===== config.mk =====
export PLATFORM = sky130hd
export DESIGN_NAME = qoa_frame_parser
export DESIGN_NICKNAME = d
export VERILOG_FILES = /design/src/rtl/qoa_frame_parser.sv
export SDC_FILE = /design/constraint.sdc
export NUM_CORES = 1
export LEC_CHECK = 0
export BUFFER_PORTS_ARGS = -buffer_cell sky130_fd_sc_hd__buf_2
export CAP_MARGIN = 20
export CORE_MARGIN = 2
export CORE_UTILIZATION = 57
export CTS_CLUSTER_DIAMETER = 80
export DETAILED_ROUTE_END_ITERATION = 8
export GPL_TIMING_DRIVEN = 0
export PLACE_DENSITY = 0.8
export SYNTH_ARGS = -nofsm -noshare
export SYNTH_HDL_FRONTEND = slang
export SYNTH_SLANG_ARGS = --single-unit

===== constraint.sdc =====
create_clock -name sys_clk -period 3.84 [get_ports sys_clk]
set_input_delay 0.768 -clock sys_clk [delete_from_list [all_inputs] [get_ports sys_clk]]
set_output_delay 0.768 -clock sys_clk [all_outputs]
set_load 0.05 [all_outputs]

===== src/rtl/qoa_frame_parser.sv =====
// qoa_frame_parser: QOA byte-stream header checker, LMS state burst writer and residual slice emitter
// Parameters:
//   MAX_FSAMPLES  largest accepted samples-per-frame value
// Ports:
//   sys_clk, sys_rst_n                       clock, synchronous active-low reset
//   data_rdy, spi_in                         one-cycle byte strobe and stream byte (no backpressure)
//   lms_wr, lms_idx, lms_value               8-word LMS burst: idx 0-3 history, 4-7 weights
//   res_valid, res_ready                     residual handshake
//   res_sf, res_code, res_last               scalefactor, residual code, last residual of frame
//   frame_start, error, overflow             frame accepted pulse, sticky parse error, sticky overrun
// Build option: QOA_MAGIC_CHECK_EN compares the "qoaf" file magic; undefined skips it.
module qoa_frame_parser #(
    parameter int MAX_FSAMPLES = 5120
) (
    input  logic        sys_clk,
    input  logic        sys_rst_n,
    input  logic        data_rdy,
    input  logic [7:0]  spi_in,
    output logic        lms_wr,
    output logic [2:0]  lms_idx,
    output logic [15:0] lms_value,
    output logic        res_valid,
    input  logic        res_ready,
    output logic [3:0]  res_sf,
    output logic [2:0]  res_code,
    output logic        res_last,
    output logic        frame_start,
    output logic        error,
    output logic        overflow
);
    typedef enum logic [2:0] {FILE_HDR, FRAME_HDR, LMS, SLICE, ERROR} state_t;
    state_t        state_q, state_d;
    logic [3:0]    bcnt_q;
    logic [7:0]    chan_q;
    logic [15:0]   fs_q;
    logic [15:0]   left_q;
    logic [127:0]  shadow_q;
    logic          arm_q;
    logic          burst_q;
    logic [2:0]    bidx_q;
    logic [63:0]   buf_q [2];
    logic [4:0]    cnt_q [2];
    logic [1:0]    full_q;
    logic [1:0]    last_q;
    logic [1:0]    hold_q;
    logic          wr_q;
    logic          rd_q;
    logic          drop_q;
    logic [4:0]    ridx_q;
    logic          frame_start_q;
    logic          error_q;
    logic          overflow_q;
    logic          magic_bad;
    logic          hdr_bad;
    logic          drop_now;
    logic          slice_end;
    logic          accept;
    logic          rd_done;
    logic          hold_new;
    logic [63:0]   rbuf;
`ifdef QOA_MAGIC_CHECK_EN
    localparam logic [3:0][7:0] MAGIC = {8'h71, 8'h6F, 8'h61, 8'h66};
    assign magic_bad = data_rdy && state_q == FILE_HDR && bcnt_q < 4'd4 &&
                       spi_in != MAGIC[2'd3 - bcnt_q[1:0]];
`else
    assign magic_bad = 1'b0;
`endif
    assign hdr_bad   = chan_q != 8'd1 || fs_q == 16'd0 || fs_q > 16'(MAX_FSAMPLES);
    // a slice is dropped as a whole if its first byte finds no free buffer
    assign drop_now  = (bcnt_q == 4'd0) ? full_q[wr_q] : drop_q;
    assign slice_end = data_rdy && state_q == SLICE && bcnt_q == 4'd7;
    assign rbuf      = buf_q[rd_q];
    assign accept    = res_valid && res_ready;
    assign rd_done   = accept && ridx_q == cnt_q[rd_q] - 5'd1;
    // slices of a frame whose LMS burst is still owed must wait behind that burst
    assign hold_new  = arm_q || (burst_q && bidx_q != 3'd7);
    always_comb begin
        state_d = state_q;
        if (data_rdy) begin
            case (state_q)
                FILE_HDR:  state_d = magic_bad ? ERROR : (bcnt_q == 4'd7 ? FRAME_HDR : FILE_HDR);
                FRAME_HDR: state_d = bcnt_q != 4'd7 ? FRAME_HDR : (hdr_bad ? ERROR : LMS);
                LMS:       state_d = bcnt_q == 4'd15 ? SLICE : LMS;
                SLICE:     state_d = (bcnt_q == 4'd7 && left_q <= 16'd20) ? FRAME_HDR : SLICE;
                default:   state_d = state_q;
            endcase
        end
    end
    always_ff @(posedge sys_clk) begin
        if (!sys_rst_n) begin
            state_q       <= FILE_HDR;
            bcnt_q        <= '0;
            chan_q        <= '0;
            fs_q          <= '0;
            left_q        <= '0;
            shadow_q      <= '0;
            arm_q         <= 1'b0;
            burst_q       <= 1'b0;
            bidx_q        <= '0;
            buf_q         <= '{default: '0};
            cnt_q         <= '{default: '0};
            full_q        <= '0;
            last_q        <= '0;
            hold_q        <= '0;
            wr_q          <= 1'b0;
            rd_q          <= 1'b0;
            drop_q        <= 1'b0;
            ridx_q        <= '0;
            frame_start_q <= 1'b0;
            error_q       <= 1'b0;
            overflow_q    <= 1'b0;
        end else begin
            state_q       <= state_d;
            frame_start_q <= 1'b0;
            if (state_d == ERROR) error_q <= 1'b1;
            if (data_rdy && state_q != ERROR)
                bcnt_q <= (state_d != state_q || slice_end) ? 4'd0 : bcnt_q + 4'd1;
            if (data_rdy && state_q == FRAME_HDR) begin
                if (bcnt_q == 4'd0) chan_q <= spi_in;
                if (bcnt_q == 4'd4 || bcnt_q == 4'd5) fs_q <= {fs_q[7:0], spi_in};
                if (bcnt_q == 4'd7 && !hdr_bad) begin
                    frame_start_q <= 1'b1;
                    left_q        <= fs_q;
                end
            end
            if (burst_q) begin
                bidx_q <= bidx_q + 3'd1;
                if (bidx_q == 3'd7) begin
                    burst_q <= 1'b0;
                    hold_q  <= '0;
                end
            end else if (arm_q && (!full_q[rd_q] || hold_q[rd_q])) begin
                burst_q <= 1'b1;
                arm_q   <= 1'b0;
                bidx_q  <= '0;
            end
            if (data_rdy && state_q == LMS) begin
                shadow_q <= {shadow_q[119:0], spi_in};
                if (bcnt_q == 4'd15) arm_q <= 1'b1;
            end
            if (accept) begin
                ridx_q <= rd_done ? 5'd0 : ridx_q + 5'd1;
                if (rd_done) begin
                    full_q[rd_q] <= 1'b0;
                    rd_q         <= ~rd_q;
                end
            end
            if (data_rdy && state_q == SLICE) begin
                drop_q <= drop_now;
                if (bcnt_q == 4'd0 && drop_now) overflow_q <= 1'b1;
                if (!drop_now) buf_q[wr_q] <= {buf_q[wr_q][55:0], spi_in};
                if (bcnt_q == 4'd7) begin
                    left_q <= left_q > 16'd20 ? left_q - 16'd20 : 16'd0;
                    if (!drop_now) begin
                        full_q[wr_q] <= 1'b1;
                        cnt_q[wr_q]  <= left_q > 16'd20 ? 5'd20 : left_q[4:0];
                        last_q[wr_q] <= left_q <= 16'd20;
                        hold_q[wr_q] <= hold_new;
                        wr_q         <= ~wr_q;
                    end
                end
            end
            if (state_q == ERROR) begin
                full_q  <= '0;
                arm_q   <= 1'b0;
                burst_q <= 1'b0;
            end
        end
    end
    assign lms_wr      = burst_q && state_q != ERROR;
    assign lms_idx     = lms_wr ? bidx_q : 3'd0;
    assign lms_value   = lms_wr ? 16'(shadow_q >> (7'd112 - {bidx_q, 4'b0000})) : 16'd0;
    assign res_valid   = full_q[rd_q] && !hold_q[rd_q] && !burst_q && state_q != ERROR;
    assign res_sf      = res_valid ? rbuf[63:60] : 4'd0;
    assign res_code    = res_valid ? 3'(rbuf >> (6'd57 - 6'(3 * ridx_q))) : 3'd0;
    assign res_last    = res_valid && last_q[rd_q] && ridx_q == cnt_q[rd_q] - 5'd1;
    assign frame_start = frame_start_q;
    assign error       = error_q;
    assign overflow    = overflow_q;
endmodule


======== Yosys cells after proc, flatten, opt, wreduce, memory -nomap -nowiden ========
Cells that the tools add are included.
cells by class
  bitwise gates (word level) .............. 9
  divide/modulo/power cells ............... 0
  $add $sub $neg .......................... 7
  $lt $le $gt $ge ......................... 10
  shifts and indexed selects .............. 2
  reductions and logical operators ........ 43
  multiplexer cells ....................... 71
  multipliers ............................. 1
  equal/unequal tests ..................... 16
operators with widths
  cell                   count
  $mux 64                4
  $mux 56                3
  $bwmux 128             1
  $shr 128x7->16         1
  $mux 16                6
  $demux 64 s1           1
  $shr 64x6->3           1
  $mux 5                 6
  $mux 2                 13
  $logic_and 1x1->1      21
  $mux 1                 21
  $mux 3                 7
  $gt 16x13->1 const B   1
  $gt 16x5->1 const B    1
  $le 16x5->1 const B    1
  $logic_not 16->1       1
  $sub 16x5->16 const B  1
  $eq 4x3->1 const B     3
  $pmux 3 s4             1
  $reduce_and 2->1       6
  $bwmux 10              1
  $eq 3x3->1 const B     3
  $mux 4                 2
  $ne 8x1->1 const B     1
  other kinds (33)       52
storage, ports and cells
  bits in latches ......................... 0
  memories kept ........................... 0
  logic and storage cells ................. 182
  bits in read-only memories .............. 0
  register bits after elaboration ......... 335
  bits in writable memories ............... 0
  output and inout bits ................... 32
  bits of input ports ..................... 12

======== Logic depth before layout (Yosys ltp) ========
Gate-level depths: netlist (run 1).
  depth after elaboration ................. 15
  depth in mapped cells ................... 14
  gate-level depth less buffers ........... 10

======== Worst setup path before layout (run 1) ========
Ideal clock, no wire load.
  path kind ............................... reg-to-output
  start point ............................. register rd_q
  end point ............................... output port res_last
  buffers on the path ..................... 6
  arrival time ............................ 3.909 ns
  cell stages (with the launch flop) ...... 14
  setup slack ............................. -0.837 ns
  path through ............................ dfxtp_1 -> buf_6 -> buf_12 -> buf_6 -> buf_6 -> buf_2 -> clkbuf_1 -> mux2i_1 -> ha_1 -> xor2_1 -> xnor2_1 -> nor2_1 -> nand2_1 -> nor4_1
on the way
  cells in the longest elaborated chain, start to end .. 8
  elaborated cells between the ends (all ways) .. 18
RTL lines
  item                                                 line  source
  start: declaration                                   47    logic rd_q;
  start signal: assignment                             145   rd_q <= ~rd_q;
  branches (longest 7 deep; another with $sub 5x1->5)  --
  $logic_and 1x1->1 (*)                                176   assign res_last = res_valid && last_q[rd_q] && ridx_q == cnt_q[rd_q] - 5'd1;
  end: declaration                                     26    output logic res_last,
Every way passes the cells marked *. The select of a mux whose other input is x is not followed.

======== Worst setup path in the final report (run 1) ========
  start point ............................. register ridx_q[2]
  end point ............................... output port res_code[0]
on the way
  cells in the longest elaborated chain, start to end .. 4
RTL lines
  item                      line  source
  start: declaration        49    logic [4:0] ridx_q;
  start signal: assignment  142   ridx_q <= rd_done ? 5'd0 : ridx_q + 5'd1;
  $mul 2x5->6               175   assign res_code = res_valid ? 3'(rbuf >> (6'd57 - 6'(3 * ridx_q))) : 3'd0;
  $sub 6x6->6               175
  $shr 64x6->3              175
  $mux 3                    175
  end: declaration          25    output logic [2:0] res_code,
No other way between the ends.

==> impl_results.html, run 1 <==
<table>
<tr><th>Metric</th><th>Value</th></tr>
<tr><th colspan="2">Yosys</th></tr>
<tr><td>Top post-synthesis cells by area</td><td>sky130_fd_sc_hd__dfxtp_1 39%, sky130_fd_sc_hd__mux4_2 15%, sky130_fd_sc_hd__nand2_1 13%, sky130_fd_sc_hd__a21oi_1 8.8%, sky130_fd_sc_hd__mux2i_1 3.9%</td></tr>
<tr><td>Count of mapped cells out of synthesis</td><td>1944</td></tr>
<tr><td>Flip-flop and latch count after synthesis</td><td>335</td></tr>
<tr><td>Simple-gate share of the synthesized area</td><td>19.83%</td></tr>
<tr><td>Fraction of synthesized cell area in xor and xnor cells</td><td>1.157%</td></tr>
<tr><td>Largest family of logic cells by synthesized area</td><td>simple AND/OR/NAND/NOR gates</td></tr>
<tr><td>Async S/R FF share, synth</td><td>0%</td></tr>
<tr><td>Synth unique cells</td><td>79</td></tr>
<tr><td>Compound-Gate Fraction of Synth Area</td><td>13.45%</td></tr>
<tr><td>Summed instance area of the synthesized netlist</td><td>0.01708 mm²</td></tr>
<tr><td>Adder-cell share of the synthesized area</td><td>1.362%</td></tr>
<tr><td>Proportion of netlist area held by the largest area contributor</td><td>39.26%</td></tr>
<tr><td>Post-synth top cells</td><td>598 x sky130_fd_sc_hd__nand2_1, 335 x sky130_fd_sc_hd__dfxtp_1, 299 x sky130_fd_sc_hd__a21oi_1</td></tr>
<tr><td>Net count of the mapped netlist</td><td>1974</td></tr>
<tr><td>Synth Warn #</td><td>0</td></tr>
<tr><td>Most common flop cell mapped by yosys</td><td>sky130_fd_sc_hd__dfxtp_1</td></tr>
<tr><td>Number of enable flip-flop cells after synthesis</td><td>0</td></tr>
<tr><td>Proportion of synthesized area in mux cells</td><td>19.73%</td></tr>
<tr><td>Most instantiated library cell after synthesis</td><td>sky130_fd_sc_hd__nand2_1</td></tr>
<tr><td>Library cell occupying the most area in the post-synthesis netlist</td><td>sky130_fd_sc_hd__dfxtp_1</td></tr>
<tr><td>Synthesized area divided by synthesized cell count</td><td>8.787 µm²</td></tr>
<tr><td>Sequential element share of the synthesized area</td><td>39.26%</td></tr>
<tr><th colspan="2">Clock tree</th></tr>
<tr><td>Register clock-pin slew on the reported worst setup and hold paths</td><td>60 ps</td></tr>
<tr><td>Clock latency reported for the late side of the worst-skew pair</td><td>540 ps</td></tr>
<tr><td>Maximum buffer depth of the clock tree</td><td>3</td></tr>
<tr><td>Clock tree from TritonCTS</td><td>yes</td></tr>
<tr><td>Number of buffers created by CTS</td><td>36</td></tr>
<tr><td>H-tree depth</td><td>2</td></tr>
<tr><td>Cell at the root of the clock tree</td><td>sky130_fd_sc_hd__clkbuf_16</td></tr>
<tr><td>CTS Hold Bufs</td><td>0</td></tr>
<tr><td>Total clock sinks</td><td>335</td></tr>
<tr><th colspan="2">Floorplanning</th></tr>
<tr><td>Die outline area</td><td>0.03137 mm²</td></tr>
<tr><td>Die H</td><td>177.1 µm</td></tr>
<tr><td>Initial core utilization</td><td>57.79%</td></tr>
<tr><td>Floorplan Core Area</td><td>0.02956 mm²</td></tr>
<tr><td>Overall die width</td><td>177.1 µm</td></tr>
<tr><td>Standard-cell rows</td><td>63</td></tr>
<tr><td>IO Pins</td><td>44</td></tr>
<tr><th colspan="2">Cells and area</th></tr>
<tr><td>Area of all placed cells without fillers</td><td>0.01968 mm²</td></tr>
<tr><td>Layout cell share with drive strength beyond 1</td><td>17.65%</td></tr>
<tr><td>Layout overhead on the synthesized area</td><td>15.22%</td></tr>
<tr><td>Antenna cell count</td><td>0</td></tr>
<tr><td>Nets@finish</td><td>2083</td></tr>
<tr><td>Final cell utilization of the core</td><td>66.59%</td></tr>
<tr><th colspan="2">Job</th></tr>
<tr><td>Max-Cap Viols</td><td>0</td></tr>
<tr><th colspan="2">Setup path</th></tr>
<tr><td>Endpoint class of the critical path</td><td>output pin</td></tr>
<tr><td>Delay of the slowest cell on the worst path</td><td>590 ps</td></tr>
<tr><td>Worst EP required</td><td>3070 ps</td></tr>
<tr><td>Crit path capture</td><td>res_code[0]</td></tr>
<tr><td>Ordered list of cells on the worst path</td><td>inv_2 &gt; ha_4 &gt; inv_2 &gt; fa_2 &gt; buf_4 &gt; buf_8 &gt; buf_12 &gt; mux4_2 &gt; mux2i_4 &gt; a211oi_2 &gt; o41ai_4 &gt; a211oi_4 &gt; buf_6</td></tr>
<tr><td>Worst setup path startpoint</td><td>ridx_q[2]$_SDFFE_PN0P_</td></tr>
<tr><td>Setup slack of the worst register-to-register path</td><td>690 ps</td></tr>
<tr><td>Slowest cell on crit path</td><td>sky130_fd_sc_hd__fa_2</td></tr>
<tr><td>Worst r2r src</td><td>rd_q$_SDFFE_PN0P_</td></tr>
<tr><td>Category of the critical setup timing path</td><td>flop to output pin</td></tr>
<tr><td>Cell type group with the largest total delay on the critical path</td><td>adder cells</td></tr>
<tr><td>Kind of start point of the critical path</td><td>flop</td></tr>
<tr><td>Max Fanout on Critical Path</td><td>10</td></tr>
<tr><td>Number of cells on the worst reg-to-reg path</td><td>18</td></tr>
<tr><td>Crit path DAT</td><td>3640 ps</td></tr>
<tr><td>Most repeated library cell on the critical path</td><td>sky130_fd_sc_hd__inv_2</td></tr>
<tr><td>Worst path depth</td><td>13</td></tr>
<tr><td>Number of buffer and inverter instances along the worst setup path</td><td>6</td></tr>
<tr><td>Reg-to-Reg End</td><td>ridx_q[2]$_SDFFE_PN0P_</td></tr>
<tr><th colspan="2">Global routing</th></tr>
<tr><td>Total grt overflow</td><td>0</td></tr>
<tr><td>Wire length of the first global-routing pass</td><td>82.60 mm</td></tr>
<tr><td>Initial antenna violation count</td><td>0</td></tr>
<tr><td>Maximum number of pins on one net before global-route repair</td><td>15</td></tr>
<tr><td>Tot GR Track Use</td><td>33.54%</td></tr>
<tr><td>Number of global-route vias before repair</td><td>15338</td></tr>
<tr><th colspan="2">Drt</th></tr>
<tr><td>Total vias in the final route</td><td>15860</td></tr>
<tr><td>Detailed-routing iteration count for the pre-antenna-repair pass</td><td>5</td></tr>
<tr><td>WL per Instance</td><td>21.42 µm</td></tr>
<tr><td>Detailed-route wire length</td><td>52.90 mm</td></tr>
<tr><td>Number of violations reported at the end of detailed-routing iteration 0</td><td>1736</td></tr>
<tr><td>Via-to-Cell Ratio</td><td>6.424</td></tr>
<tr><td>Remaining design rule violation count</td><td>0</td></tr>
<tr><td>Count of antenna-violating nets left after detailed routing</td><td>0</td></tr>
<tr><th colspan="2">Run status</th></tr>
<tr><td>Run status</td><td>finished, violations left</td></tr>
<tr><td>Failing checks</td><td>negative setup slack</td></tr>
<tr><th colspan="2">Placement</th></tr>
<tr><td>Placed Area</td><td>0.01783 mm²</td></tr>
<tr><td>IO buf count</td><td>43</td></tr>
<tr><td>Gpl congestion</td><td>0.9736</td></tr>
<tr><td>Post-Place Setup Slack</td><td>-783.4 ps</td></tr>
<tr><td>HPWL after detailed placement</td><td>36.88 mm</td></tr>
<tr><th colspan="2">STA</th></tr>
<tr><td>RSZ-0062 raised after global routing</td><td>true</td></tr>
<tr><td>Final critical-path required period</td><td>4407 ps</td></tr>
<tr><td>Max Fclk</td><td>226.9 MHz</td></tr>
<tr><td>Endpoints failing setup</td><td>4</td></tr>
<tr><td>Final Max Tran Viols</td><td>0</td></tr>
<tr><td>Clock skew</td><td>24.16 ps</td></tr>
<tr><td>Period utilization</td><td>114.8%</td></tr>
<tr><td>Least-Margin Pin Slew</td><td>1198 ps</td></tr>
<tr><td>Final number of hold-violating endpoints</td><td>0</td></tr>
<tr><td>Setup slack after layout</td><td>-566.9 ps</td></tr>
<tr><td>Final worst hold slack</td><td>457.9 ps</td></tr>
<tr><td>Relative max-transition margin</td><td>20.12%</td></tr>
<tr><th colspan="2">Min path</th></tr>
<tr><td>Hold_sp</td><td>chan_q[6]$_SDFFE_PN0P_</td></tr>
<tr><td>Hold WC Path Type</td><td>flop to flop</td></tr>
<tr><th colspan="2">Power</th></tr>
<tr><td>Power density cells</td><td>365.1 mW/mm²</td></tr>
<tr><td>Highest ir drop seen on vdd</td><td>0.0003185 V</td></tr>
<tr><td>Static power due to leakage</td><td>6.327 nW</td></tr>
</table>
==> placed cells by master (no fill, tap or decap), types with 10 or more instances in the layout <==
cell type / n
sky130_fd_sc_hd__nor3_1: 17
sky130_fd_sc_hd__dfxtp_1: 332
sky130_fd_sc_hd__nand3_1: 26
sky130_fd_sc_hd__nor2b_1: 13
sky130_fd_sc_hd__o21ai_0: 21
sky130_fd_sc_hd__ha_1: 13
sky130_fd_sc_hd__clkbuf_1: 99
sky130_fd_sc_hd__mux4_2: 110
sky130_fd_sc_hd__a21oi_2: 10
sky130_fd_sc_hd__nand2_2: 11
sky130_fd_sc_hd__nor2_1: 74
sky130_fd_sc_hd__buf_4: 33
sky130_fd_sc_hd__nand2_1: 597
sky130_fd_sc_hd__mux2i_1: 62
sky130_fd_sc_hd__a21oi_1: 299
sky130_fd_sc_hd__a211oi_1: 15
sky130_fd_sc_hd__inv_1: 16
sky130_fd_sc_hd__clkbuf_16: 39
sky130_fd_sc_hd__buf_2: 54
sky130_fd_sc_hd__buf_6: 21
==> layer usage <==
metal | wire length (µm) | vias to the layer above | global-route usage (%) | part of all wire (%)
li1 | - | 7021 | - | -
met1 | 19730 | 7552 | 42.33 | 37
met2 | 24560 | 1038 | 54.43 | 46
met3 | 5506 | 249 | 6.465 | 10
met4 | 3104 | 0 | 18.04 | 5.9
met5 | 0 | - | 0 | 0
==> what timing repair did <==
item,CTS,global route
gates cloned,1,0
pin swaps,15,13
setup endpoints to repair,7,4
gates resized for setup,77,19
setup buffers,24,5
==> metrics by stage <==
step / std cells / setup TNS, ps / total power [mW]
finish: 2469 / -1648 / 7.186
floorplan: 1944 / 0 / 3.624
global placement: 2377 / -2528 / 3.679
global route: 2469 / -1773 / 7.334
detailed placement: 2377 / -2655 / 3.681
CTS: 2466 / -1569 / 7.174
==> worst min-delay path: cells and delay by family (launching register included) <==
kind | cells | cell delay (ps)
DFF | 1 | 310
and+or+nand+nor | 1 | 50
AOI/OAI and AO/OA | 1 | 50
==> sequential cells by signal (all words and copies together), names as in the netlist, 2 cells and up <==
signal,count
buf_q,128
shadow_q,128
fs_q,16
left_q,16
cnt_q,10
chan_q,8
ridx_q,5
bcnt_q,4
bidx_q,3
state_q,3
full_q,2
hold_q,2
last_q,2
==> power breakdown <==
group / switching, mW / total (mW) / leakage [nW] / internal [mW]
sequential: 0.00212 / 3.48 / 2.70 / 3.47
combinational: 0.105 / 0.128 / 3.03 / 0.0233
clock: 1.51 / 3.58 / 0.602 / 2.07
==> area by class of cell <==
| class | instances | area (µm²) |
|---|---|---|
| Buffer | 152 | 935.9 |
| Clock buffer | 49 | 1051 |
| Clock inverter | 15 | 160.2 |
| Fill cell | 2306 | 9877 |
| Inverter | 22 | 97.59 |
| Multi-Input combinational cell | 1434 | 9738 |
| Sequential cell | 335 | 6718 |
| Tap cell | 390 | 488.0 |
| Timing Repair Buffer | 72 | 494.2 |
==> logic make-up after synthesis <==
logic type                 after synthesis
AOI/OAI and AO/OA                      403
xor gates and xnor gates                20
adders and majority gates               18
buffers and inverters                  175
DFF                                    335
muxes                                  186
and+or+nand+nor                        807
==> how the worst min path moves through the flow <==
stage,end,cells past startpoint
floorplan,hold_q[0]$_SDFF_PN0_,2
global placement,chan_q[0]$_SDFFE_PN0P_,2
detailed placement,hold_q[0]$_SDFF_PN0_,2
CTS,last_q[1]$_SDFFE_PN0P_,2
global route,shadow_q[106]$_SDFFE_PN0P_,2
finish,chan_q[6]$_SDFFE_PN0P_,2
(Power assumes the default switching activity.)
==> run 2: changes to the inputs <==
--- a/config.mk
+++ b/config.mk
@@ -7,8 +7,10 @@
 export LEC_CHECK = 0
 export BUFFER_PORTS_ARGS = -buffer_cell sky130_fd_sc_hd__buf_2
 export CAP_MARGIN = 20
+export CELL_PAD_IN_SITES_DETAIL_PLACEMENT = 1
+export CELL_PAD_IN_SITES_GLOBAL_PLACEMENT = 2
 export CORE_MARGIN = 2
-export CORE_UTILIZATION = 57
+export CORE_UTILIZATION = 36
 export CTS_CLUSTER_DIAMETER = 80
 export DETAILED_ROUTE_END_ITERATION = 8
 export GPL_TIMING_DRIVEN = 0
==> impl_results.html, run 2 (same netlist as run 1, synthesis figures left out) <==
<table>
<tr><th>Metric</th><th>Value</th></tr>
<tr><th colspan="2">Run status</th></tr>
<tr><td>Run status</td><td>finished, violations left (unchanged)</td></tr>
<tr><td>Failing checks</td><td>negative setup slack (unchanged)</td></tr>
<tr><th colspan="2">STA</th></tr>
<tr><td>Setup slack after layout</td><td>-558.1 ps (was -566.9 ps)</td></tr>
<tr><td>RSZ-0062 raised after global routing</td><td>true (unchanged)</td></tr>
<tr><td>Clock skew</td><td>24.62 ps (was 24.16 ps)</td></tr>
<tr><td>Final Max Tran Viols</td><td>0 (unchanged)</td></tr>
<tr><td>Final critical-path required period</td><td>4398 ps (was 4407 ps)</td></tr>
<tr><td>Endpoints failing setup</td><td>3 (was 4)</td></tr>
<tr><td>Period utilization</td><td>114.5% (was 114.8%)</td></tr>
<tr><td>Relative max-transition margin</td><td>38.73% (was 20.12%)</td></tr>
<tr><td>Least-Margin Pin Slew</td><td>919.0 ps (was 1198 ps)</td></tr>
<tr><td>Max Fclk</td><td>227.4 MHz (was 226.9 MHz)</td></tr>
<tr><td>Final worst hold slack</td><td>455.9 ps (was 457.9 ps)</td></tr>
<tr><td>Final number of hold-violating endpoints</td><td>0 (unchanged)</td></tr>
<tr><th colspan="2">Setup path</th></tr>
<tr><td>Endpoint class of the critical path</td><td>output pin (unchanged)</td></tr>
<tr><td>Slowest cell on crit path</td><td>sky130_fd_sc_hd__fa_2 (unchanged)</td></tr>
<tr><td>Category of the critical setup timing path</td><td>flop to output pin (unchanged)</td></tr>
<tr><td>Max Fanout on Critical Path</td><td>8 (was 10)</td></tr>
<tr><td>Cell type group with the largest total delay on the critical path</td><td>multiplexers (was adder cells)</td></tr>
<tr><td>Kind of start point of the critical path</td><td>flop (unchanged)</td></tr>
<tr><td>Ordered list of cells on the worst path</td><td>buf_6 &gt; ha_4 &gt; fa_2 &gt; buf_8 &gt; clkbuf_16 &gt; buf_12 &gt; mux4_2 &gt; mux4_2 &gt; mux2i_1 &gt; o21a_1 &gt; a211oi_4 &gt; buf_6 (was inv_2 &gt; ha_4 &gt; inv_2 &gt; fa_2 &gt; buf_4 &gt; buf_8 &gt; buf_12 &gt; mux4_2 &gt; mux2i_4 &gt; a211oi_2 &gt; o41ai_4 &gt; a211oi_4 &gt; buf_6)</td></tr>
<tr><td>Crit path DAT</td><td>3630 ps (was 3640 ps)</td></tr>
<tr><td>Number of buffer and inverter instances along the worst setup path</td><td>5 (was 6)</td></tr>
<tr><td>Worst EP required</td><td>3070 ps (about the same)</td></tr>
<tr><td>Delay of the slowest cell on the worst path</td><td>580 ps (was 590 ps)</td></tr>
<tr><th colspan="2">Clock tree</th></tr>
<tr><td>Total clock sinks</td><td>335 (unchanged)</td></tr>
<tr><td>CTS Hold Bufs</td><td>0 (unchanged)</td></tr>
<tr><td>Clock tree from TritonCTS</td><td>yes (unchanged)</td></tr>
<tr><td>Register clock-pin slew on the reported worst setup and hold paths</td><td>60 ps (about the same)</td></tr>
<tr><td>H-tree depth</td><td>2 (unchanged)</td></tr>
<tr><td>Clock latency reported for the late side of the worst-skew pair</td><td>580 ps (was 540 ps)</td></tr>
<tr><td>Maximum buffer depth of the clock tree</td><td>3 (unchanged)</td></tr>
<tr><td>Number of buffers created by CTS</td><td>41 (was 36)</td></tr>
<tr><td>Cell at the root of the clock tree</td><td>sky130_fd_sc_hd__clkbuf_16 (unchanged)</td></tr>
<tr><th colspan="2">Cells and area</th></tr>
<tr><td>Largest registers</td><td>buf_q (128), shadow_q (128) (unchanged)</td></tr>
<tr><td>Commonest non-fill, non-tap cell in the layout</td><td>sky130_fd_sc_hd__nand2_1 (unchanged)</td></tr>
<tr><td>Non-filler instance count after layout</td><td>2704 (was 2469)</td></tr>
<tr><td>Nets@finish</td><td>2096 (was 2083)</td></tr>
<tr><td>Most used cells in the layout excluding fill and tap cells</td><td>597 x sky130_fd_sc_hd__nand2_1, 332 x sky130_fd_sc_hd__dfxtp_1, 299 x sky130_fd_sc_hd__a21oi_1 (unchanged)</td></tr>
<tr><td>Layout cell share with drive strength beyond 1</td><td>18.17% (was 17.65%)</td></tr>
<tr><td>Layout overhead on the synthesized area</td><td>17.69% (was 15.22%)</td></tr>
<tr><td>Antenna cell count</td><td>0 (unchanged)</td></tr>
<tr><th colspan="2">Placement</th></tr>
<tr><td>IO buf count</td><td>43 (unchanged)</td></tr>
<tr><td>Gpl congestion</td><td>0.8756 (was 0.9736)</td></tr>
<tr><td>HPWL after detailed placement</td><td>45.08 mm (was 36.88 mm)</td></tr>
<tr><td>Placed Cells incl. Taps</td><td>2595 (was 2377)</td></tr>
<tr><th colspan="2">Global routing</th></tr>
<tr><td>Tot GR Track Use</td><td>25.23% (was 33.54%)</td></tr>
<tr><td>Wire length of the first global-routing pass</td><td>96.66 mm (was 82.60 mm)</td></tr>
<tr><td>Total grt overflow</td><td>0 (unchanged)</td></tr>
<tr><td>Initial antenna violation count</td><td>0 (unchanged)</td></tr>
<tr><td>Maximum number of pins on one net before global-route repair</td><td>13 (was 15)</td></tr>
<tr><td>Number of global-route vias before repair</td><td>15948 (was 15338)</td></tr>
<tr><th colspan="2">Drt</th></tr>
<tr><td>Total vias in the final route</td><td>15352 (was 15860)</td></tr>
<tr><td>Remaining design rule violation count</td><td>0 (unchanged)</td></tr>
<tr><td>Detailed-routing iteration count for the pre-antenna-repair pass</td><td>5 (unchanged)</td></tr>
<tr><td>Number of violations reported at the end of detailed-routing iteration 0</td><td>1274 (was 1736)</td></tr>
<tr><td>WL per Instance</td><td>23.01 µm (was 21.42 µm)</td></tr>
<tr><td>Count of antenna-violating nets left after detailed routing</td><td>0 (unchanged)</td></tr>
<tr><td>Detailed-route wire length</td><td>62.21 mm (was 52.90 mm)</td></tr>
<tr><td>Via-to-Cell Ratio</td><td>5.678 (was 6.424)</td></tr>
<tr><th colspan="2">Power</th></tr>
<tr><td>Highest ir drop seen on vdd</td><td>0.0003265 V (was 0.0003185 V)</td></tr>
<tr><td>Power density cells</td><td>375.1 mW/mm² (was 365.1 mW/mm²)</td></tr>
<tr><td>Static power due to leakage</td><td>6.434 nW (was 6.327 nW)</td></tr>
<tr><th colspan="2">Min path</th></tr>
<tr><td>Hold WC Path Type</td><td>flop to flop (unchanged)</td></tr>
<tr><th colspan="2">Floorplanning</th></tr>
<tr><td>Die H</td><td>221.8 µm (was 177.1 µm)</td></tr>
<tr><td>Standard-cell rows</td><td>79 (was 63)</td></tr>
<tr><td>IO Pins</td><td>44 (unchanged)</td></tr>
<tr><td>Die outline area</td><td>0.04921 mm² (was 0.03137 mm²)</td></tr>
<tr><td>Floorplan Core Area</td><td>0.04665 mm² (was 0.02956 mm²)</td></tr>
<tr><td>Initial core utilization</td><td>36.61% (was 57.79%)</td></tr>
<tr><td>Overall die width</td><td>221.8 µm (was 177.1 µm)</td></tr>
<tr><th colspan="2">Job</th></tr>
<tr><td>Max-Cap Viols</td><td>0 (unchanged)</td></tr>
</table>
run 2: metrics by stage:
stage / setup WS (ps) / power [mW] / setup TNS, ps / utilization [%] / instance area [µm²]
CTS: -635.1 / 7.620 / -1824 / 42.98 / 20050
detailed placement: -825.2 / 3.695 / -2916 / 38.83 / 18120
global placement: -777.6 / 3.693 / -2755 / 38.80 / 18100
floorplan: 13.96 / 3.624 / 0 / - / 17130
finish: -558.1 / 7.540 / -1618 / 43.09 / 20100
global route: -659.6 / 7.759 / -1953 / 43.09 / 20100
run 2: worst register-to-register path: cells and delay by family (launching register included):
| family | cells | cell delay (ps) |
|---|---|---|
| buffers and inverters | 11 | 1380 |
| DFF | 1 | 370 |
| xor gates and xnor gates | 2 | 350 |
| AOI/OAI and AO/OA | 2 | 270 |
| muxes | 1 | 240 |
| adders and majority gates | 1 | 210 |
| and+or+nand+nor | 2 | 180 |
run 2: cell type report:
class | instances | area (µm²)
Clock buffer | 56 | 1182
Fill cell | 5460 | 26550
Inverter | 22 | 97.59
Clock inverter | 18 | 173.9
Timing Repair Buffer | 81 | 558.0
Sequential cell | 335 | 6718
Buffer | 151 | 919.6
Tap cell | 607 | 759.5
Multi-Input combinational cell | 1434 | 9696
run 2: worst paths after layout:
kind,slack [ps],start,depth (start not counted),end
worst min-delay path,460,chan_q[4]$_SDFFE_PN0P_,2,chan_q[4]$_SDFFE_PN0P_
worst max register to register,750,rd_q$_SDFFE_PN0P_,19,ridx_q[2]$_SDFFE_PN0P_
worst min register to register,460,chan_q[4]$_SDFFE_PN0P_,2,chan_q[4]$_SDFFE_PN0P_
worst max-delay path,-560,ridx_q[1]$_SDFFE_PN0P_,12,res_code[0]
run 2: repair_timing:
action | CTS | global route
pin swaps | 13 | 10
endpoints found under the setup margin | 9 | 5
endpoints found under the hold margin | 0 | 0
setup buffers | 32 | 5
resized for setup | 77 | 15
run 2: routing by layer:
layer  part of all wire [%]  vias up  track usage (%)  wire length, µm
li1                       -     7059                -                -
met1                     45     7743            33.66            27680
met2                     47      422            42.13            29390
met3                    4.9      128            3.538             3075
met4                    3.3        0            8.348             2062
met5                      0        -                0                0
run 2: where the power goes:
group	internal (mW)	switching (mW)	total, mW
Combinational	0.0232	0.114	0.138
Sequential	3.48	0.00222	3.48
Clock	2.30	1.62	3.92
Total	5.80	1.74	7.54
==> run 3: changes to the inputs <==
--- a/config.mk
+++ b/config.mk
@@ -5,16 +5,17 @@
 export SDC_FILE = /design/constraint.sdc
 export NUM_CORES = 1
 export LEC_CHECK = 0
+export ABC_AREA = 1
 export BUFFER_PORTS_ARGS = -buffer_cell sky130_fd_sc_hd__buf_2
-export CAP_MARGIN = 20
+export CAP_MARGIN = 15
 export CELL_PAD_IN_SITES_DETAIL_PLACEMENT = 1
 export CELL_PAD_IN_SITES_GLOBAL_PLACEMENT = 2
 export CORE_MARGIN = 2
-export CORE_UTILIZATION = 36
+export CORE_UTILIZATION = 32
 export CTS_CLUSTER_DIAMETER = 80
 export DETAILED_ROUTE_END_ITERATION = 8
 export GPL_TIMING_DRIVEN = 0
-export PLACE_DENSITY = 0.8
+export PLACE_DENSITY = 0.79
 export SYNTH_ARGS = -nofsm -noshare
 export SYNTH_HDL_FRONTEND = slang
 export SYNTH_SLANG_ARGS = --single-unit
==> impl_results.html, run 3 <==
<table>
<tr><th>Metric</th><th>Value</th></tr>
<tr><th colspan="2">Run status</th></tr>
<tr><td>Run status</td><td>complete, no violations (was finished, violations left)</td></tr>
<tr><th colspan="2">Clock tree</th></tr>
<tr><td>Maximum buffer depth of the clock tree</td><td>3 (unchanged)</td></tr>
<tr><td>Cell at the root of the clock tree</td><td>sky130_fd_sc_hd__clkbuf_16 (unchanged)</td></tr>
<tr><td>Clock latency reported for the late side of the worst-skew pair</td><td>590 ps (was 580 ps)</td></tr>
<tr><td>Register clock-pin slew on the reported worst setup and hold paths</td><td>60 ps (about the same)</td></tr>
<tr><td>CTS Hold Bufs</td><td>0 (unchanged)</td></tr>
<tr><td>Total clock sinks</td><td>335 (unchanged)</td></tr>
<tr><td>Clock tree from TritonCTS</td><td>yes (unchanged)</td></tr>
<tr><td>Number of buffers created by CTS</td><td>41 (unchanged)</td></tr>
<tr><td>H-tree depth</td><td>2 (unchanged)</td></tr>
<tr><th colspan="2">Drt</th></tr>
<tr><td>Total vias in the final route</td><td>17653 (was 15352)</td></tr>
<tr><td>Detailed-route wire length</td><td>72.20 mm (was 62.21 mm)</td></tr>
<tr><td>Remaining design rule violation count</td><td>0 (unchanged)</td></tr>
<tr><td>Via-to-Cell Ratio</td><td>5.335 (was 5.678)</td></tr>
<tr><td>Detailed-routing iteration count for the pre-antenna-repair pass</td><td>5 (unchanged)</td></tr>
<tr><td>Count of antenna-violating nets left after detailed routing</td><td>0 (unchanged)</td></tr>
<tr><td>WL per Instance</td><td>21.82 µm (was 23.01 µm)</td></tr>
<tr><td>Number of violations reported at the end of detailed-routing iteration 0</td><td>1195 (was 1274)</td></tr>
<tr><th colspan="2">Floorplanning</th></tr>
<tr><td>IO Pins</td><td>44 (unchanged)</td></tr>
<tr><td>Initial core utilization</td><td>32.23% (was 36.61%)</td></tr>
<tr><td>Die H</td><td>230.9 µm (was 221.8 µm)</td></tr>
<tr><td>Overall die width</td><td>230.9 µm (was 221.8 µm)</td></tr>
<tr><td>Floorplan Core Area</td><td>0.05109 mm² (was 0.04665 mm²)</td></tr>
<tr><td>Standard-cell rows</td><td>83 (was 79)</td></tr>
<tr><td>Die outline area</td><td>0.05329 mm² (was 0.04921 mm²)</td></tr>
<tr><th colspan="2">Yosys</th></tr>
<tr><td>Synth unique cells</td><td>39 (was 79)</td></tr>
<tr><td>Most common flop cell mapped by yosys</td><td>sky130_fd_sc_hd__dfxtp_1 (unchanged)</td></tr>
<tr><td>Synth Warn #</td><td>0 (unchanged)</td></tr>
<tr><td>Net count of the mapped netlist</td><td>2534 (was 1974)</td></tr>
<tr><td>Summed instance area of the synthesized netlist</td><td>0.01647 mm² (was 0.01708 mm²)</td></tr>
<tr><td>Count of mapped cells out of synthesis</td><td>2504 (was 1944)</td></tr>
<tr><td>Sequential element share of the synthesized area</td><td>40.72% (was 39.26%)</td></tr>
<tr><td>Post-synth top cells</td><td>580 x sky130_fd_sc_hd__nor2_1, 369 x sky130_fd_sc_hd__nand2_1, 344 x sky130_fd_sc_hd__o21ai_0 (was 598 x sky130_fd_sc_hd__nand2_1, 335 x sky130_fd_sc_hd__dfxtp_1, 299 x sky130_fd_sc_hd__a21oi_1)</td></tr>
<tr><td>Synthesized area divided by synthesized cell count</td><td>6.577 µm² (was 8.787 µm²)</td></tr>
<tr><td>Async S/R FF share, synth</td><td>0% (unchanged)</td></tr>
<tr><td>Flip-flop and latch count after synthesis</td><td>335 (unchanged)</td></tr>
<tr><td>Number of enable flip-flop cells after synthesis</td><td>0 (unchanged)</td></tr>
<tr><td>Most instantiated library cell after synthesis</td><td>sky130_fd_sc_hd__nor2_1 (was sky130_fd_sc_hd__nand2_1)</td></tr>
<tr><td>Proportion of netlist area held by the largest area contributor</td><td>40.72% (was 39.26%)</td></tr>
<tr><td>Library cell occupying the most area in the post-synthesis netlist</td><td>sky130_fd_sc_hd__dfxtp_1 (unchanged)</td></tr>
<tr><td>Top post-synthesis cells by area</td><td>sky130_fd_sc_hd__dfxtp_1 41%, sky130_fd_sc_hd__nor2_1 13%, sky130_fd_sc_hd__o21ai_0 10%, sky130_fd_sc_hd__nand3_1 10%, sky130_fd_sc_hd__nand2_1 8.4% (was sky130_fd_sc_hd__dfxtp_1 39%, sky130_fd_sc_hd__mux4_2 15%, sky130_fd_sc_hd__nand2_1 13%, sky130_fd_sc_hd__a21oi_1 8.8%, sky130_fd_sc_hd__mux2i_1 3.9%)</td></tr>
<tr><th colspan="2">STA</th></tr>
<tr><td>Max Fclk</td><td>263.0 MHz (was 227.4 MHz)</td></tr>
<tr><td>Relative max-transition margin</td><td>29.54% (was 38.73%)</td></tr>
<tr><td>Setup TNS after final layout</td><td>0 ps (was -1618 ps)</td></tr>
<tr><td>Final number of hold-violating endpoints</td><td>0 (unchanged)</td></tr>
<tr><td>Final critical-path required period</td><td>3803 ps (was 4398 ps)</td></tr>
<tr><td>Endpoints failing setup</td><td>0 (was 3)</td></tr>
<tr><td>Period utilization</td><td>99.03% (was 114.5%)</td></tr>
<tr><td>Setup slack after layout</td><td>37.40 ps (was -558.1 ps)</td></tr>
<tr><td>Clock skew</td><td>36.45 ps (was 24.62 ps)</td></tr>
<tr><td>RSZ-0062 raised after global routing</td><td>true (unchanged)</td></tr>
<tr><td>Least-Margin Pin Slew</td><td>1057 ps (was 919.0 ps)</td></tr>
<tr><td>Final Max Tran Viols</td><td>0 (unchanged)</td></tr>
<tr><th colspan="2">Job</th></tr>
<tr><td>Max-Cap Viols</td><td>0 (unchanged)</td></tr>
<tr><th colspan="2">Min path</th></tr>
<tr><td>Hold WC Path Type</td><td>flop to flop (unchanged)</td></tr>
<tr><th colspan="2">Cells and area</th></tr>
<tr><td>Nets@finish</td><td>2632 (was 2096)</td></tr>
<tr><td>Commonest non-fill, non-tap cell in the layout</td><td>sky130_fd_sc_hd__nor2_1 (was sky130_fd_sc_hd__nand2_1)</td></tr>
<tr><td>Antenna cell count</td><td>0 (unchanged)</td></tr>
<tr><td>Layout overhead on the synthesized area</td><td>17.54% (was 17.69%)</td></tr>
<tr><td>Largest registers</td><td>buf_q (128), shadow_q (128) (unchanged)</td></tr>
<tr><td>Most used cells in the layout excluding fill and tap cells</td><td>574 x sky130_fd_sc_hd__nor2_1, 365 x sky130_fd_sc_hd__nand2_1, 343 x sky130_fd_sc_hd__o21ai_0 (was 597 x sky130_fd_sc_hd__nand2_1, 332 x sky130_fd_sc_hd__dfxtp_1, 299 x sky130_fd_sc_hd__a21oi_1)</td></tr>
<tr><td>Layout cell share with drive strength beyond 1</td><td>9.776% (was 18.17%)</td></tr>
<tr><th colspan="2">Setup path</th></tr>
<tr><td>Crit path DAT</td><td>3030 ps (was 3630 ps)</td></tr>
<tr><td>Slowest cell on crit path</td><td>sky130_fd_sc_hd__buf_1 (was sky130_fd_sc_hd__fa_2)</td></tr>
<tr><td>Endpoint class of the critical path</td><td>output pin (unchanged)</td></tr>
<tr><td>Worst EP required</td><td>3070 ps (about the same)</td></tr>
<tr><td>Most repeated library cell on the critical path</td><td>sky130_fd_sc_hd__nand3_1</td></tr>
<tr><td>Worst setup path startpoint</td><td>ridx_q[1]$_SDFFE_PN0P_ (unchanged)</td></tr>
<tr><td>Max Fanout on Critical Path</td><td>10 (was 8)</td></tr>
<tr><td>Reg-to-Reg End</td><td>buf_q[126]$_SDFFE_PN0P_ (was ridx_q[2]$_SDFFE_PN0P_)</td></tr>
<tr><td>Number of cells on the worst reg-to-reg path</td><td>12 (was 19)</td></tr>
<tr><td>Crit path capture</td><td>res_code[2] (was res_code[0])</td></tr>
<tr><td>Setup slack of the worst register-to-register path</td><td>1370 ps (was 750 ps)</td></tr>
<tr><td>Ordered list of cells on the worst path</td><td>ha_2 &gt; buf_1 &gt; nand3_1 &gt; nand3_1 &gt; nand3_1 &gt; nand3_2 &gt; nand3_4 &gt; a21oi_2 &gt; buf_6 (was buf_6 &gt; ha_4 &gt; fa_2 &gt; buf_8 &gt; clkbuf_16 &gt; buf_12 &gt; mux4_2 &gt; mux4_2 &gt; mux2i_1 &gt; o21a_1 &gt; a211oi_4 &gt; buf_6)</td></tr>
<tr><td>Delay of the slowest cell on the worst path</td><td>700 ps (was 580 ps)</td></tr>
<tr><td>Worst r2r src</td><td>bcnt_q[0]$_SDFFE_PN0P_ (was rd_q$_SDFFE_PN0P_)</td></tr>
<tr><td>Category of the critical setup timing path</td><td>flop to output pin (unchanged)</td></tr>
<tr><td>Kind of start point of the critical path</td><td>flop (unchanged)</td></tr>
<tr><th colspan="2">Power</th></tr>
<tr><td>Highest ir drop seen on vdd</td><td>0.0002627 V (was 0.0003265 V)</td></tr>
<tr><td>Power density cells</td><td>400.0 mW/mm² (was 375.1 mW/mm²)</td></tr>
<tr><td>Static power due to leakage</td><td>8.142 nW (was 6.434 nW)</td></tr>
<tr><th colspan="2">Global routing</th></tr>
<tr><td>Initial antenna violation count</td><td>0 (unchanged)</td></tr>
<tr><td>Number of global-route vias before repair</td><td>17851 (was 15948)</td></tr>
<tr><td>Wire length of the first global-routing pass</td><td>108.7 mm (was 96.66 mm)</td></tr>
<tr><td>Tot GR Track Use</td><td>26.80% (was 25.23%)</td></tr>
<tr><td>Maximum number of pins on one net before global-route repair</td><td>13 (unchanged)</td></tr>
<tr><td>Total grt overflow</td><td>0 (unchanged)</td></tr>
<tr><th colspan="2">Placement</th></tr>
<tr><td>Gpl congestion</td><td>0.9589 (was 0.8756)</td></tr>
<tr><td>HPWL after detailed placement</td><td>54.43 mm (was 45.08 mm)</td></tr>
<tr><td>IO buf count</td><td>42 (was 43)</td></tr>
<tr><td>Post-Place Setup Slack</td><td>-474.5 ps (was -825.2 ps)</td></tr>
</table>
run 3: how the worst min path moves through the flow:
stage	start	to	slack, ps	cells after the start
floorplan	chan_q[1]$_SDFFE_PN0P_	chan_q[1]$_SDFFE_PN0P_	430	2
global placement	error$_SDFFE_PN0N_	error$_SDFFE_PN0N_	430	2
detailed placement	error$_SDFFE_PN0N_	error$_SDFFE_PN0N_	430	2
CTS	error$_SDFFE_PN0N_	error$_SDFFE_PN0N_	440	2
global route	error$_SDFFE_PN0N_	error$_SDFFE_PN0N_	480	2
finish	error$_SDFFE_PN0N_	error$_SDFFE_PN0N_	440	2
run 3: routing by layer:
layer  vias up  routed length [µm]  global-route usage (%)
met5         -                   0                       0
met1      8583               33430                   36.47
met2       440               32270                   42.70
met4         0                2967                   10.44
li1       8493                   -                       -
met3       137                3534                   3.841
run 3: layout make-up:
class | count | area [µm²]
buffer | 169 | 822.0
clock buffer | 60 | 1189
clock inverter | 10 | 107.6
fill | 6644 | 31740
inverter | 114 | 435.4
multi-input combinational | 1885 | 8838
sequential | 335 | 6718
tap | 680 | 850.8
timing repair buffer | 56 | 395.4
run 3: critical path: cells and delay by family, from the launching register on:
kind | cells | cell delay, ps
AOI/OAI and AO/OA | 1 | 160
adders and majority gates | 1 | 380
buffers and inverters | 2 | 880
DFF | 1 | 360
and+or+nand+nor | 5 | 670
run 3: metrics by stage:
| step | cell area (µm²) | hold slack, ps | power, mW | util [%] | std cells |
|---|---|---|---|---|---|
| finish | 19360 | 440.9 | 7.743 | 37.88 | 3309 |
| CTS | 19120 | 443.4 | 7.826 | 37.42 | 3303 |
| global route | 19360 | 478.0 | 8.027 | 37.88 | 3309 |
| detailed placement | 17530 | 434.6 | 4.002 | 34.31 | 3226 |
| global placement | 17530 | 433.3 | 3.990 | 34.31 | 3226 |
| floorplan | 16470 | 429.2 | 3.851 | - | 2504 |
run 3: repair_timing:
| action | in CTS | in global routing |
|---|---|---|
| endpoints found under the setup margin | 9 | 15 |
| setup buffers | 8 | 5 |
| cloned | 0 | 1 |
| gates resized for setup | 68 | 52 |
| pin swaps | 7 | 10 |
run 3: where the power goes:
group	leakage (nW)	total (mW)	internal (mW)	switching, mW
clock network	0.636	3.81	2.22	1.60
logic	4.79	0.302	0.0848	0.217
registers	2.71	3.63	3.55	0.0793
total	8.14	7.74	5.85	1.89
run 3: cells by family (layout without fill, tap and decap cells):
logic type | Yosys count | count (layout) | share of synthesized area, %
adders and majority gates | 18 | 18 | 1.413
AOI/OAI and AO/OA | 527 | 527 | 16.46
and+or+nand+nor | 1326 | 1326 | 33.75
xor gates and xnor gates | 14 | 14 | 0.7446
DFF | 335 | 335 | 40.72
buffers and inverters | 284 | 409 | 6.914
